File: src/rtl/lfsr_word_packer_if.sv
// rtl/lfsr_word_packer_if.sv - serial-bit in / packed-word out bundle for lfsr_word_packer
interface lfsr_word_packer_if #(
    parameter int WIDTH = 8
);
    logic             bit_in;
    logic             bit_valid;
    logic             bit_ready;
    logic [4:0]       lfsr_state;
    logic             flush;
    logic [WIDTH-1:0] word_out;
    logic             word_valid;
    logic             word_ready;
    logic             lock_err;
    logic [15:0]      word_count;

    modport slave (
        input  bit_in, bit_valid, lfsr_state, flush, word_ready,
        output bit_ready, word_out, word_valid, lock_err, word_count
    );

    modport master (
        output bit_in, bit_valid, lfsr_state, flush, word_ready,
        input  bit_ready, word_out, word_valid, lock_err, word_count
    );
endinterface

File: src/rtl/lfsr_word_packer.sv
// rtl/lfsr_word_packer.sv - packs LFSR serial bits LSB-first into words behind a 2-entry FIFO
module lfsr_word_packer #(
    parameter int WIDTH = 8
) (
    input  logic               clk,
    input  logic               rst,
    lfsr_word_packer_if.slave  bus
);
    localparam int IDXW = $clog2(WIDTH);
    localparam logic [IDXW-1:0] LAST_IDX = IDXW'(WIDTH - 1);

    logic [IDXW-1:0]  r_bit_idx;
    logic [WIDTH-1:0] r_partial;
    logic [WIDTH-1:0] r_head;
    logic [WIDTH-1:0] r_tail;
    logic [1:0]       r_count;
    logic             r_lock_err;
    logic [15:0]      r_word_count;

    logic             w_bit_ready;
    logic             w_accept;
    logic             w_complete;
    logic             w_pop;
    logic [WIDTH-1:0] w_word;

    // Only the word-completing bit can overflow the FIFO, so only that one is stalled.
    assign w_bit_ready = (r_count != 2'd2) || (r_bit_idx != LAST_IDX);
    assign w_accept    = bus.bit_valid && w_bit_ready && !bus.flush;
    assign w_complete  = w_accept && (r_bit_idx == LAST_IDX);
    assign w_pop       = (r_count != 2'd0) && bus.word_ready;
    assign w_word      = {bus.bit_in, r_partial[WIDTH-2:0]};

    always_ff @(posedge clk or negedge rst) begin
        if (!rst) begin
            r_bit_idx <= '0;
            r_partial <= '0;
        end else if (bus.flush) begin
            r_bit_idx <= '0;
            r_partial <= '0;
        end else if (w_complete) begin
            r_bit_idx <= '0;
            r_partial <= '0;
        end else if (w_accept) begin
            r_bit_idx            <= r_bit_idx + IDXW'(1);
            r_partial[r_bit_idx] <= bus.bit_in;
        end
    end

    always_ff @(posedge clk or negedge rst) begin
        if (!rst) begin
            r_lock_err <= 1'b0;
        end else if (bus.flush) begin
            r_lock_err <= 1'b0;
        end else if (w_accept && (bus.lfsr_state == 5'b00000)) begin
            r_lock_err <= 1'b1;
        end
    end

    // r_head is the registered word_out; r_tail holds the second entry when count is 2.
    always_ff @(posedge clk or negedge rst) begin
        if (!rst) begin
            r_count <= 2'd0;
            r_head  <= '0;
            r_tail  <= '0;
        end else begin
            case ({w_complete, w_pop})
                2'b10: begin
                    if (r_count == 2'd0) r_head <= w_word;
                    else                 r_tail <= w_word;
                    r_count <= r_count + 2'd1;
                end
                2'b01: begin
                    if (r_count == 2'd2) r_head <= r_tail;
                    r_count <= r_count - 2'd1;
                end
                2'b11: begin
                    if (r_count == 2'd2) begin
                        r_head <= r_tail;
                        r_tail <= w_word;
                    end else begin
                        r_head <= w_word;
                    end
                end
                default: ;
            endcase
        end
    end

    always_ff @(posedge clk or negedge rst) begin
        if (!rst) begin
            r_word_count <= 16'd0;
        end else if (w_pop && (r_word_count != 16'hFFFF)) begin
            r_word_count <= r_word_count + 16'd1;
        end
    end

    assign bus.bit_ready  = w_bit_ready;
    assign bus.word_out   = r_head;
    assign bus.word_valid = (r_count != 2'd0);
    assign bus.lock_err   = r_lock_err;
    assign bus.word_count = r_word_count;
endmodule

File: src/flat_wrapper.sv
// flat-port wrapper written by rule: the top's interface ports become plain ports
module lfsr_word_packer_flat 
#(
    parameter int WIDTH = 8
)
  (clk, rst, bus_bit_in, bus_bit_valid, bus_lfsr_state, bus_flush, bus_word_ready, bus_bit_ready, bus_word_out, bus_word_valid, bus_lock_err, bus_word_count);
  lfsr_word_packer_if #(.WIDTH(WIDTH)) bus_i ();
  input  logic clk;
  input  logic rst;
  input wire logic [$bits(bus_i.bit_in)-1:0] bus_bit_in;
  input wire logic [$bits(bus_i.bit_valid)-1:0] bus_bit_valid;
  input wire logic [$bits(bus_i.lfsr_state)-1:0] bus_lfsr_state;
  input wire logic [$bits(bus_i.flush)-1:0] bus_flush;
  input wire logic [$bits(bus_i.word_ready)-1:0] bus_word_ready;
  output wire logic [$bits(bus_i.bit_ready)-1:0] bus_bit_ready;
  output wire logic [$bits(bus_i.word_out)-1:0] bus_word_out;
  output wire logic [$bits(bus_i.word_valid)-1:0] bus_word_valid;
  output wire logic [$bits(bus_i.lock_err)-1:0] bus_lock_err;
  output wire logic [$bits(bus_i.word_count)-1:0] bus_word_count;
  assign bus_i.bit_in = bus_bit_in;
  assign bus_i.bit_valid = bus_bit_valid;
  assign bus_i.lfsr_state = bus_lfsr_state;
  assign bus_i.flush = bus_flush;
  assign bus_i.word_ready = bus_word_ready;
  assign bus_bit_ready = bus_i.bit_ready;
  assign bus_word_out = bus_i.word_out;
  assign bus_word_valid = bus_i.word_valid;
  assign bus_lock_err = bus_i.lock_err;
  assign bus_word_count = bus_i.word_count;
  lfsr_word_packer #(.WIDTH(WIDTH)) u_core (.clk(clk), .rst(rst), .bus(bus_i));
endmodule
File: config.mk
export PLATFORM = sky130hd
export DESIGN_NAME = lfsr_word_packer_flat
export DESIGN_NICKNAME = d
export VERILOG_FILES = /design/src/rtl/lfsr_word_packer_if.sv /design/src/rtl/lfsr_word_packer.sv /design/src/flat_wrapper.sv
export SDC_FILE = /design/constraint.sdc
export NUM_CORES = 1
export LEC_CHECK = 0
export CORE_MARGIN = 2
export CORE_UTILIZATION = 40
export CTS_BUF_LIST = sky130_fd_sc_hd__clkbuf_4 sky130_fd_sc_hd__clkbuf_8 sky130_fd_sc_hd__clkbuf_16
export DETAILED_ROUTE_END_ITERATION = 8
export GPL_TIMING_DRIVEN = 0
export SYNTH_ARGS = -nofsm -noshare
export SYNTH_HDL_FRONTEND = slang
export SYNTH_SLANG_ARGS = --single-unit
File: constraint.sdc
create_clock -name clk -period 2.6 [get_ports clk]
set_input_delay 0.52 -clock clk [delete_from_list [all_inputs] [get_ports clk]]
set_output_delay 0.52 -clock clk [all_outputs]
set_load 0.005 [all_outputs]
=== After elaboration in Yosys (flattened, before gate mapping) ===
Index checks and enable logic that the tools add are counted.

* Muxes and demuxes: 19
* Order comparisons: 2
* Add/sub/neg operators: 4
* Reductions and logical operators: 19
* Equality and inequality tests: 12

{| class="wikitable"
|+ Operator list
! cell !! number
|-
| $mux 8 || 8
|-
| $pmux 8 s3 || 1
|-
| $add 16x1->16 const B || 1
|-
| $ne 16x16->1 const B || 1
|-
| $pmux 8 s2 || 1
|-
| $mux 3 || 3
|-
| $bwmux 8 || 1
|-
| $reduce_bool 2->1 || 4
|-
| $logic_and 1x1->1 || 7
|-
| $eq 2x2->1 const B || 3
|-
| $ne 2x1->1 const B || 3
|-
| $reduce_and 3->1 || 2
|-
| $reduce_bool 3->1 || 2
|-
| $logic_not 5->1 || 1
|-
| $lt 3x4->1 const B || 1
|-
| $ne 2x2->1 const B || 2
|-
| $pmux 2 s2 || 1
|-
| $add 3x1->3 const B || 1
|-
| $demux 1 s3 || 1
|-
| $eq 3x3->1 const B || 1
|-
| $ge 3x1->1 const B || 1
|-
| $mux 1 || 3
|-
| $ne 3x3->1 const B || 1
|-
| $add 2x1->2 const B || 1
|-
| other kinds (5) || 5
|}

* Register bits after elaboration: 46
* Logic and storage cells: 63
* Input bits: 11
* Output and inout bits: 27

=== Depth between registers and ports, before layout ===
* Word-level depth: 8
* Gate-level depth with buffers: 9

=== Worst setup path after synthesis ===
Ideal clock, no wire load.

* Kind: reg-to-reg
* Start point: reg u_core.r_bit_idx[1]
* End point: reg u_core.r_tail[7]
* Required time: 2475 ps
* Setup slack: 378 ps
* Period minus slack after synthesis: 2222 ps
* Cell stages (with the launch flop): 9
* Library setup time: 125 ps
* Data arrival time: 2098 ps
* Cell sequence: dfrtp_1 -> ha_1 -> ha_1 -> nand3_1 -> inv_1 -> ha_1 -> a21o_1 -> a21oi_2 -> mux2_2

* Word-level cells in the longest chain between the ends: 8

{| class="wikitable"
|+ Ends and longest elaborated chain
! item !! RTL line !! RTL
|-
| start: declaration || lfsr_word_packer.sv:12 || <nowiki>logic [IDXW-1:0] r_bit_idx;</nowiki>
|-
| start signal: assignment || lfsr_word_packer.sv:44 || <nowiki>r_bit_idx <= r_bit_idx + IDXW'(1);</nowiki>
|-
| $ne 3x3->1 || lfsr_word_packer.sv:27 || <nowiki>assign w_bit_ready = (r_count != 2'd2) || (r_bit_idx != LAST_IDX);</nowiki>
|-
| $logic_or 1x1->1 || lfsr_word_packer.sv:27 ||
|-
| $logic_and 1x1->1 (2 in series) || lfsr_word_packer.sv:28 || <nowiki>assign w_accept = bus.bit_valid && w_bit_ready && !bus.flush;</nowiki>
|-
| $logic_and 1x1->1 * || lfsr_word_packer.sv:29 || <nowiki>assign w_complete = w_accept && (r_bit_idx == LAST_IDX);</nowiki>
|-
| $eq 2x2->1 || lfsr_word_packer.sv:66 || <nowiki>case ({w_complete, w_pop})</nowiki>
|-
| $ne 2x1->1 (no line) (tied with other cells) || -- ||
|-
| $reduce_and 3->1 (no line) || -- ||
|-
| end signal: assignment || lfsr_word_packer.sv:69 || <nowiki>else r_tail <= w_word;</nowiki>
|-
| end signal: assignment || lfsr_word_packer.sv:79 || <nowiki>r_tail <= w_word;</nowiki>
|-
| end: declaration || lfsr_word_packer.sv:15 || <nowiki>logic [WIDTH-1:0] r_tail;</nowiki>
|}

Mark *: on every way between the ends. The rest lies on a longest branch, timed or not.
A chain may end at the register's enable or synchronous reset.

=== Final worst setup path ===
* Start point: reg u_core.r_bit_idx[1]
* End point: out bus_bit_ready

* Word-level cells in the longest chain between the ends: 2

{| class="wikitable"
|+ Ends and longest elaborated chain
! item !! RTL line !! RTL
|-
| $ne 3x3->1 || lfsr_word_packer.sv:27 ||
|-
| $logic_or 1x1->1 || lfsr_word_packer.sv:27 ||
|-
| end: declaration || flat_wrapper.sv:15 || <nowiki>output wire logic [$bits(bus_i.bit_ready)-1:0] bus_bit_ready;</nowiki>
|}

No other way between the ends.

==> impl_metrics.toml <==
[final_layout]
multi_input_area_um2 = 1120
drive_gt1_share_pct = 18.9
antenna_cells = 0
fin_nets = 260
register_area_um2 = 1130
num-fill-cells = 491
area_growth_pct = 29.1
fin_cells = 315

[route]
vias = 1619
avgRoutedWirePerCell_um = 13.6
via_per_inst = 5.14
drtIter0Drc = 82
drcViolationCount = 0
antenna_left = 0
detailedRoute.firstPassIterationCount = 4
drt-total-wl_mm = 4.29

[worst_setup_path]
worst-path-buf-inv = 1
rr_endpoint = "u_core.bus.word_out[0]"
crit_path_max_incr_delay_ps = 550
reg2reg_slack_ps = 240
cp_common_cell = "ha_1"
crit_arrival_ps = 1970
path_depth = 4
cp_max_fo = 8
worstSetupPathType = "reg -> out"
crit_chain = "ha_1 -> ha_1 -> nand3b_1 -> clkdlybuf4s50_1"
worstRegToRegCells = 8
cp.required_ps = 2080
cp-start-kind = "register"
crit_slowest_cell = "clkdlybuf4s50_1"
worstSetupStartpoint = "u_core.r_bit_idx[1]"
r2r-start = "u_core.r_bit_idx[1]"
end_kind = "output pin"
crit_end = "bus_bit_ready"
path_delay_family = "buffers and inverters"

[placed_design]
port_buffers = 37
placed_cells = 304
place.gp.congestion = 0.754
dpl.hpwl_mm = 3.11

[grt]
overflow = 0
grt.met2_usage_pct = 22.0
grt_use_met1_pct = 20.8
grt_usage_pct = 14.5
antenna_found_initial = 0
grt_busiest_layer = "met2"
grt_max_degree = 29
grt_pass1_wl_mm = 7.13
grt_pass1_vias = 1508
use_met3_pct = 3.07

[sta]
slew_viol_final = 0
fmax_ghz = 0.401
hold_viol = 0
tightestPinTransition_ps = 650
rsz0062_at_grt = "false"
fin_crit_ps = 2490
finalCritPeriodShare_pct = 95.9
setup_violations = 0
finClkSkew_ps = 5.79
relSlewSlack_pct = 56.4

[yosys]
ys_warn_count = 0
syn_inst = 194
async_reset_ff_share_pct = 100
ys_types = 43
synth_common_cells = "45 x dfrtp_1, 17 x mux2_2, 15 x nand2_1"
synth_top_area_share_pct = 49.8
synth-seq-cells = 45
synth.most_common_cell = "dfrtp_1"
yosys.area.top_type = "dfrtp_1"
seq_area_frac_synth_pct = 49.8
syn_area_per_cell_um2 = 11.7
syn_nets = 212
netlist_area_um2 = 2260
ys_top_cells_by_area = "dfrtp_1 50%, mux2_2 8.5%, ha_1 3.9%"
synth_enable_flop_cells = 0
synth-main-ff-cell = "dfrtp_1"

[clocking]
cts-buffers-inserted = 5
clkSlewWorstSetupHoldPaths_ps = 80
cts_tree = "built"
clock_sinks = 45
htreeDepth = 2
clkLatencyLatePin_ps = 290
ctsHoldBuffers = 0
clock_path_buffers = 2
clockRootBuffer = "clkbuf_8"

[power_and_ir_drop]
comb_power_share_pct = 29.5
intPower_uw = 1420
pwr-share-seq_pct = 43.3
power.leakage_uw = 0.00131
p_per_area_nw_per_um2 = 688
total_power_uw = 2010
power.switching_uw = 589
ir_drop_uv = 395
p_clk_share_pct = 27.2
sw_frac_of_total_pct = 29.3

[floorplanning]
die_w_um = 79.2
dieArea_um2 = 6270
initial_core_util_pct = 41.3
die_h_um = 79.2
io_pins = 38
rows = 27
core_area_um2 = 5470

[outcome]
status = "complete, no violations"

[hold_path]
hold_class = "in -> async"

[run]
drv_cap = 0
sequential cells by signal (all words and copies together), names as in the netlist:
register	flops
u_core.bus.word_out	8
u_core.bus.word_count	16
u_core.r_tail	8
u_core.r_partial	7
u_core.r_count	2
u_core.r_bit_idx	3
u_core.bus.lock_err	1
metrics by stage:
stage	hold slack [ps]	cell area [um^2]	setup WS (ps)	util [%]	TNS [ps]
after CTS	165	2860	13.6	52.3	0
after detailed placement	492	2740	-445	50.0	-5680
after global placement	490	2720	-412	49.7	-17660
after floorplan	224	2260	378	-	0
final	159	2920	107	53.3	0
after global routing	172	2920	1.95	53.3	0
layout by cell type, fill, tap and decap left out, types with 5 or more instances in the layout:
cell,count
a21oi_1,5
nand3_1,6
nand4_1,5
nor2_1,7
dfrtp_1,45
xor2_1,10
clkdlybuf4s50_1,36
xnor2_1,6
o311ai_0,5
mux2_2,17
ha_1,6
nor3_1,7
nand2_1,15
clkbuf_8,6
a22o_1,8
area by class of cell:
| type | instances | share of cell area (%) |
|---|---|---|
| well taps | 72 | 3.09 |
| repair buffers | 41 | 14.4 |
| clock buffers | 7 | 3.09 |
| inverters | 4 | 0.514 |
| multi-input cells | 141 | 38.3 |
| flip-flops and latches | 45 | 38.6 |
| clock inverters | 1 | 1.03 |
| plain buffers | 4 | 1.03 |
worst min-delay path by stage:
stage,start,endpoint,slack [ps],cells past startpoint
6_report,rst,u_core.bus.lock_err,160,1
2_1_floorplan,rst,u_core.bus.lock_err,220,0
4_1_cts,rst,u_core.bus.lock_err,160,1
3_5_place_dp,rst,u_core.r_tail[5],490,1
3_3_place_gp,u_core.bus.word_out[5],u_core.bus.word_out[5],490,1
5_1_grt,rst,u_core.bus.lock_err,170,1
cell families after synthesis:
group                    count (synthesis)  share of synthesized area, %
flip-flops                              45                          49.8
AO/OA/AOI/OAI                           31                          10.3
adder cells (fa/ha/maj)                  7                          3.87
multiplexers                            21                          10.5
XOR/XNOR                                16                          6.20
AND/OR/NAND/NOR                         66                          17.3
buffers and inverters                    8                          1.99
per-layer routing:
| metal | vias to the layer above | routed length, um | part of all wire, % |
|---|---|---|---|
| li1 | 805 | - | - |
| met5 | - | 0 | 0 |
| met4 | 0 | 64 | 1.5 |
| met1 | 776 | 2150 | 50 |
| met3 | 4 | 130 | 3.0 |
| met2 | 34 | 1940 | 45 |
power groups by stage:
stage	sequential [uW]	clock, uW	combinational [uW]
2_1_floorplan	876	0	325
5_1_grt	883	607	646
4_1_cts	872	569	574
3_3_place_gp	884	0	554
3_5_place_dp	885	0	567
6_report	869	547	594
timing repair:
| action | CTS | global route |
|---|---|---|
| pin swaps | 0 | 1 |
| buffers inserted | 0 | 3 |
| gates resized for setup | 1 | 4 |
| endpoints found under the setup margin | 8 | 16 |
Power figures use the tool's default switching activity.
